==> src/rtl/axil_write_engine.sv <==
// ============================================================================
// axil_write_engine : single-beat AXI4-Lite write master with B-channel timeout
// Rev 1.0
// ============================================================================
`default_nettype none

module axil_write_engine #(
  parameter int ADDR_WDTH = 4,
  parameter int DATA_WDTH = 32,
  parameter int RESP_WDTH = 1,
  parameter int TIMEOUT   = 255
) (
  input  logic                 clk,
  input  logic                 rst_n,
  input  logic                 start,
  input  logic [ADDR_WDTH-1:0] wr_addr,
  input  logic [DATA_WDTH-1:0] wr_data,
  output logic                 done,
  output logic [RESP_WDTH-1:0] b_resp,
  output logic                 busy,
  output logic                 timeout,
  output logic                 aw_valid,
  input  logic                 aw_ready,
  output logic [ADDR_WDTH-1:0] aw_addr,
  output logic                 w_valid,
  input  logic                 w_ready,
  output logic [DATA_WDTH-1:0] w_data,
  input  logic                 b_valid,
  input  logic [RESP_WDTH-1:0] b_resp_in,
  output logic                 b_ready
);

  localparam int TMR_W = (TIMEOUT < 1) ? 1 : $clog2(TIMEOUT + 1);
  localparam logic [TMR_W-1:0] TMR_MAX = TMR_W'(TIMEOUT);

  localparam logic [1:0] S_IDLE      = 2'd0;
  localparam logic [1:0] S_ADDR_DATA = 2'd1;
  localparam logic [1:0] S_WAIT_B    = 2'd2;
  localparam logic [1:0] S_DONE      = 2'd3;

  logic [1:0]           state_q,   state_d;
  logic                 aw_done_q, aw_done_d;
  logic                 w_done_q,  w_done_d;
  logic [TMR_W-1:0]     timer_q,   timer_d;
  logic [ADDR_WDTH-1:0] aw_addr_q, aw_addr_d;
  logic [DATA_WDTH-1:0] w_data_q,  w_data_d;
  logic [RESP_WDTH-1:0] b_resp_q,  b_resp_d;
  logic                 to_flag_q, to_flag_d;

  logic timer_expired;
  logic aw_hs;
  logic w_hs;

  assign timer_expired = (timer_q == TMR_MAX);
  assign aw_hs         = aw_valid & aw_ready;
  assign w_hs          = w_valid & w_ready;

  always_ff @(posedge clk or negedge rst_n) begin
    if (!rst_n) begin
      state_q   <= S_IDLE;
      aw_done_q <= 1'b0;
      w_done_q  <= 1'b0;
      timer_q   <= '0;
      aw_addr_q <= '0;
      w_data_q  <= '0;
      b_resp_q  <= '0;
      to_flag_q <= 1'b0;
    end else begin
      state_q   <= state_d;
      aw_done_q <= aw_done_d;
      w_done_q  <= w_done_d;
      timer_q   <= timer_d;
      aw_addr_q <= aw_addr_d;
      w_data_q  <= w_data_d;
      b_resp_q  <= b_resp_d;
      to_flag_q <= to_flag_d;
    end
  end

  always_comb begin
    state_d   = state_q;
    aw_done_d = aw_done_q;
    w_done_d  = w_done_q;
    timer_d   = timer_q;
    aw_addr_d = aw_addr_q;
    w_data_d  = w_data_q;
    b_resp_d  = b_resp_q;
    to_flag_d = to_flag_q;
    case (state_q)
      S_IDLE: begin
        if (start) begin
          state_d   = S_ADDR_DATA;
          aw_addr_d = wr_addr;
          w_data_d  = wr_data;
          aw_done_d = 1'b0;
          w_done_d  = 1'b0;
          timer_d   = '0;
          to_flag_d = 1'b0;
        end
      end
      S_ADDR_DATA: begin
        if (!timer_expired) timer_d = timer_q + 1'b1;
        aw_done_d = aw_done_q | aw_hs;
        w_done_d  = w_done_q | w_hs;
        if (timer_expired) begin
          state_d   = S_DONE;
          b_resp_d  = '0;
          to_flag_d = 1'b1;
        end else if (aw_done_d && w_done_d) begin
          state_d = S_WAIT_B;
        end
      end
      S_WAIT_B: begin
        if (!timer_expired) timer_d = timer_q + 1'b1;
        // A response arriving on the expiry cycle still counts as a normal completion
        if (b_valid) begin
          state_d   = S_DONE;
          b_resp_d  = b_resp_in;
          to_flag_d = 1'b0;
        end else if (timer_expired) begin
          state_d   = S_DONE;
          b_resp_d  = '0;
          to_flag_d = 1'b1;
        end
      end
      S_DONE: begin
        state_d   = S_IDLE;
        to_flag_d = 1'b0;
      end
      default: begin
        state_d   = S_IDLE;
        aw_done_d = 1'b0;
        w_done_d  = 1'b0;
        timer_d   = '0;
        to_flag_d = 1'b0;
      end
    endcase
  end

  always_comb begin
    aw_valid = 1'b0;
    w_valid  = 1'b0;
    b_ready  = 1'b0;
    done     = 1'b0;
    timeout  = 1'b0;
    busy     = 1'b0;
    case (state_q)
      S_ADDR_DATA: begin
        // Valids are withdrawn on the expiry cycle so no handshake races the abort
        aw_valid = !aw_done_q && !timer_expired;
        w_valid  = !w_done_q && !timer_expired;
        busy     = 1'b1;
      end
      S_WAIT_B: begin
        b_ready = 1'b1;
        busy    = 1'b1;
      end
      S_DONE: begin
        done    = 1'b1;
        timeout = to_flag_q;
        busy    = 1'b1;
      end
      default: begin
        busy = 1'b0;
      end
    endcase
  end

  assign aw_addr = aw_addr_q;
  assign w_data  = w_data_q;
  assign b_resp  = b_resp_q;

endmodule

`default_nettype wire

==> config.mk <==
export PLATFORM = sky130hd
export DESIGN_NAME = axil_write_engine
export DESIGN_NICKNAME = d
export VERILOG_FILES = /design/src/rtl/axil_write_engine.sv
export SDC_FILE = /design/constraint.sdc
export NUM_CORES = 1
export LEC_CHECK = 0
export ABC_AREA = 0
export BUFFER_PORTS_ARGS = -buffer_cell sky130_fd_sc_hd__buf_2
export CORE_MARGIN = 1.5
export CORE_UTILIZATION = 43
export DETAILED_ROUTE_END_ITERATION = 12
export GPL_ROUTABILITY_DRIVEN = 0
export PLACE_DENSITY = 0.86
export SLEW_MARGIN = 10
export SYNTH_ARGS = -nofsm -noshare
export SYNTH_HDL_FRONTEND = slang
export SYNTH_SLANG_ARGS = --single-unit
==> constraint.sdc <==
create_clock -name clk -period 1.9 [get_ports clk]
set_input_delay 0.285 -clock clk [delete_from_list [all_inputs] [get_ports clk]]
set_output_delay 0.285 -clock clk [all_outputs]
set_load 0.05 [all_outputs]
==> impl_results.md <==
* Via count of the first global-routing pass at 1,697
* Critical path data arrival time at 2050 ps
* Hold WS at -11.2 ps
* Synthesized instance count at 166
* Synthesis-to-layout area growth at 34.4%
* Clock root buffer: sky130_fd_sc_hd__clkbuf_8
* Max transition margin at 59.3%
* Proportion of netlist area held by the largest area contributor at 58.2%
* Post-Place Cell Area at 2700 um2
* Number of top-level design ports at 86
* TritonCTS clock tree: yes
* Antenna violation net count after detailed routing at 0
* Overall routing resource usage at 17.7%
* Number of clock sinks seen by CTS at 50
* Diode count at 0
* Type of element launching the critical path: flip-flop
* Fraction of the yosys area taken by sequential cells at 58.2%
* Sort of element at the end of the critical path: flip-flop
* Final instance area at 2890 um2
* Number of non-filler instances in the completed layout at 330
* Startpoint of the lowest-slack register-to-register path: state_q[1]$_DFFE_PN0P_
* Setup slack after layout at 69.3 ps
* Top post-synthesis cells by area: sky130_fd_sc_hd__dfrtp_1, sky130_fd_sc_hd__mux2_2, sky130_fd_sc_hd__ha_1
* Placement row count at 25
* CTS H-Tree Depth at 2
* Initial core utilization at 45.2%
* Maximum fanout count along the critical path at 9
* Share of flip-flops with an asynchronous set or reset at 100%
* Overall via count from detail_route at 1,687
* Library cell with the highest instance count after synthesis: sky130_fd_sc_hd__dfrtp_1
* Total iterations of the first detailed-routing run at 4
* HPWL after DPL at 3400 um
* Share of layout cells above drive strength 1 at 55.9%
* Most used flip-flop cell after synthesis: sky130_fd_sc_hd__dfrtp_1
* Post-synth design cell area at 2150 um2
* Pre-CTS worst setup slack at 42.3 ps
* Die area at 5430 um2
* Count of hold buffers inserted by post-cts repair at 0
* Number of vias per cell after detailed routing at 5.11
* First-pass GRT wire length at 7390 um
* Overall overflow remaining after global route at 0
* Class of the worst hold path: in -> async
* Core footprint at 4750 um2
* Failing checks: hold timing
* Most frequent cells after synthesis: sky130_fd_sc_hd__dfrtp_1, sky130_fd_sc_hd__mux2_2, sky130_fd_sc_hd__a21oi_1
* Clock insertion delay at the later pin of the skew report at 300 ps
* Worst setup path category: reg -> reg
* Total of max-cap violations at 0
* DRC violations left at 0
* Total of buffers placed on input and output ports at 85
* Die H at 73.7 um
* Net count of the mapped netlist at 214
* Max clock buf depth at 2
* Final max-slew violation count at 0
* Per-cell routed wire length at 14.0 um
* Number of clock buffers inserted by TritonCTS at 5
* Starting DRT DRC Count at 51
* Worst flop-to-flop path endpoint: timer_q[6]$_DFFE_PN0P_
* Transition time at the pin with the least slew margin at 610 ps
* Number of storage elements in the synthesis netlist at 50
* Number of flops mapped to enable cells by yosys at 0
* Maximum number of pins on one net before global-route repair at 28
* Avg Inst Size Synth at 12.9 um2
* Fin nets at 310
* # placed instances at 320
* Yosys warning total at 0
* Number of setup violations in the final report at 0
* Count of distinct cell types in the synthesized netlist at 28
* Hold violation total from the final report at 26
* Cell count of the worst reg-to-reg path at 6
* Clock transition at the registers of the reported paths at 90 ps
* Library cell occupying the most area in the post-synthesis netlist: sky130_fd_sc_hd__dfrtp_1
* Status: finished with violations
* Worst setup slack for register-to-register paths at 70 ps
* Final cell utilization of the core at 60.7%
* Floorplan die width at 73.7 um
* Worst Skew at 3.86 ps
* Maximum achievable frequency at 0.546 GHz
* Required time of the critical path at 2120 ps
* Number of antenna violations at the first check in global routing at 0
* Share of the cycle needed by the critical path after routing at 96.4%
* Final worst path period need at 1830 ps
* Total routed wirelength at 4630 um
[per-layer routing]
| layer | share of wire (%) | vias up | track usage (%) |
|---|---|---|---|
| met2 | 51 | 53 | 30.4 |
| met4 | 0.82 | 0 | 4.73 |
| li1 | - | 796 | - |
| met1 | 43 | 831 | 21.9 |
| met5 | 0 | - | 0 |
| met3 | 4.9 | 7 | 4.80 |
[critical path, cell delays in order, from the launching register on]
cell and delay (ps):
sky130_fd_sc_hd__dfrtp_1 410, sky130_fd_sc_hd__inv_1 140, sky130_fd_sc_hd__ha_4 230, sky130_fd_sc_hd__nand4_1 160
sky130_fd_sc_hd__o2bb2ai_4 130, sky130_fd_sc_hd__or4_1 500, sky130_fd_sc_hd__a21oi_1 170
[what timing repair did]
item                       in CTS  in global routing
cloned                          0                  0
pin swaps                       0                  2
setup buffers                   1                  1
setup endpoints to repair       3                  3
gates resized for setup         5                  7
[state kept, by name (all words and copies together), names as in the netlist]
name	cells
aw_addr	4
aw_done_q	1
b_resp	1
state_q	2
timer_q	8
to_flag_q	1
w_data	32
w_done_q	1
[layout make-up]
cell class / count / area (um2)
Clock inverter: 1 / 8.76
Multi-Input combinational cell: 106 / 907
Inverter: 4 / 15.0
Tap cell: 67 / 83.8
Clock buffer: 7 / 96.3
Timing Repair Buffer: 95 / 526
Sequential cell: 50 / 1250
Fill cell: 423 / 1870
[worst max-delay path by stage]
stage / startpoint / endpoint / slack [ps]
after global routing: state_q[1]$_DFFE_PN0P_ / timer_q[3]$_DFFE_PN0P_ / -20
after detailed placement: state_q[1]$_DFFE_PN0P_ / timer_q[6]$_DFFE_PN0P_ / 40
after CTS: timer_q[1]$_DFFE_PN0P_ / aw_valid / 2
after global placement: state_q[1]$_DFFE_PN0P_ / timer_q[4]$_DFFE_PN0P_ / 160
final: state_q[1]$_DFFE_PN0P_ / timer_q[6]$_DFFE_PN0P_ / 70
after floorplan: state_q[0]$_DFFE_PN0P_ / state_q[1]$_DFFE_PN0P_ / 20
[per-stage QoR]
| stage | TNS [ps] | hold slack, ps |
|---|---|---|
| after floorplan | 0 | -10.6 |
| after global placement | 0 | 324 |
| after detailed placement | 0 | 334 |
| after CTS | 0 | 0.0788 |
| after global routing | -31.5 | 31.9 |
| final | 0 | -11.2 |
[cells in the final DEF (no fill, tap or decap)]
| cell | instances |
|---|---|
| sky130_fd_sc_hd__ha_1 | 2 |
| sky130_fd_sc_hd__nor2b_1 | 1 |
| sky130_fd_sc_hd__o211ai_1 | 1 |
| sky130_fd_sc_hd__or4_1 | 3 |
| sky130_fd_sc_hd__a32o_1 | 1 |
| sky130_fd_sc_hd__o21a_1 | 1 |
| sky130_fd_sc_hd__buf_6 | 2 |
| sky130_fd_sc_hd__and2_1 | 2 |
| sky130_fd_sc_hd__o31ai_1 | 3 |
| sky130_fd_sc_hd__inv_1 | 4 |
| sky130_fd_sc_hd__buf_12 | 1 |
| sky130_fd_sc_hd__clkinv_4 | 1 |
| sky130_fd_sc_hd__a31oi_1 | 2 |
| sky130_fd_sc_hd__ha_2 | 1 |
| sky130_fd_sc_hd__nor3_1 | 2 |
| sky130_fd_sc_hd__dfrtp_1 | 50 |
| sky130_fd_sc_hd__o22a_1 | 1 |
| sky130_fd_sc_hd__nand2b_1 | 4 |
| sky130_fd_sc_hd__mux2_2 | 37 |
| sky130_fd_sc_hd__nand2_1 | 6 |
| sky130_fd_sc_hd__ha_4 | 2 |
| sky130_fd_sc_hd__nand3_1 | 2 |
| sky130_fd_sc_hd__or2_4 | 1 |
| sky130_fd_sc_hd__o311a_1 | 1 |
| sky130_fd_sc_hd__buf_2 | 83 |
| sky130_fd_sc_hd__buf_4 | 9 |
| sky130_fd_sc_hd__o22ai_1 | 1 |
| sky130_fd_sc_hd__or3_1 | 3 |
| sky130_fd_sc_hd__nand4_1 | 2 |
| sky130_fd_sc_hd__nand2_2 | 1 |
| sky130_fd_sc_hd__nor2_1 | 4 |
| sky130_fd_sc_hd__o2bb2ai_4 | 1 |
| sky130_fd_sc_hd__a21oi_1 | 11 |
| sky130_fd_sc_hd__clkbuf_8 | 7 |
| sky130_fd_sc_hd__o21ai_0 | 9 |
| sky130_fd_sc_hd__nand3_4 | 1 |
[cells by family (layout without fill, tap and decap cells)]
logic type | after synthesis | after routing | synth area share [%]
AOI/OAI and AO/OA | 32 | 32 | 9.32
DFF | 50 | 50 | 58.2
adders and majority gates | 5 | 5 | 2.91
and+or+nand+nor | 32 | 32 | 8.04
muxes | 37 | 37 | 19.4
buffers and inverters | 10 | 107 | 2.10
Power is not shown: default switching activity piles up to over one toggle a cycle in this logic, so the estimate is an artifact.
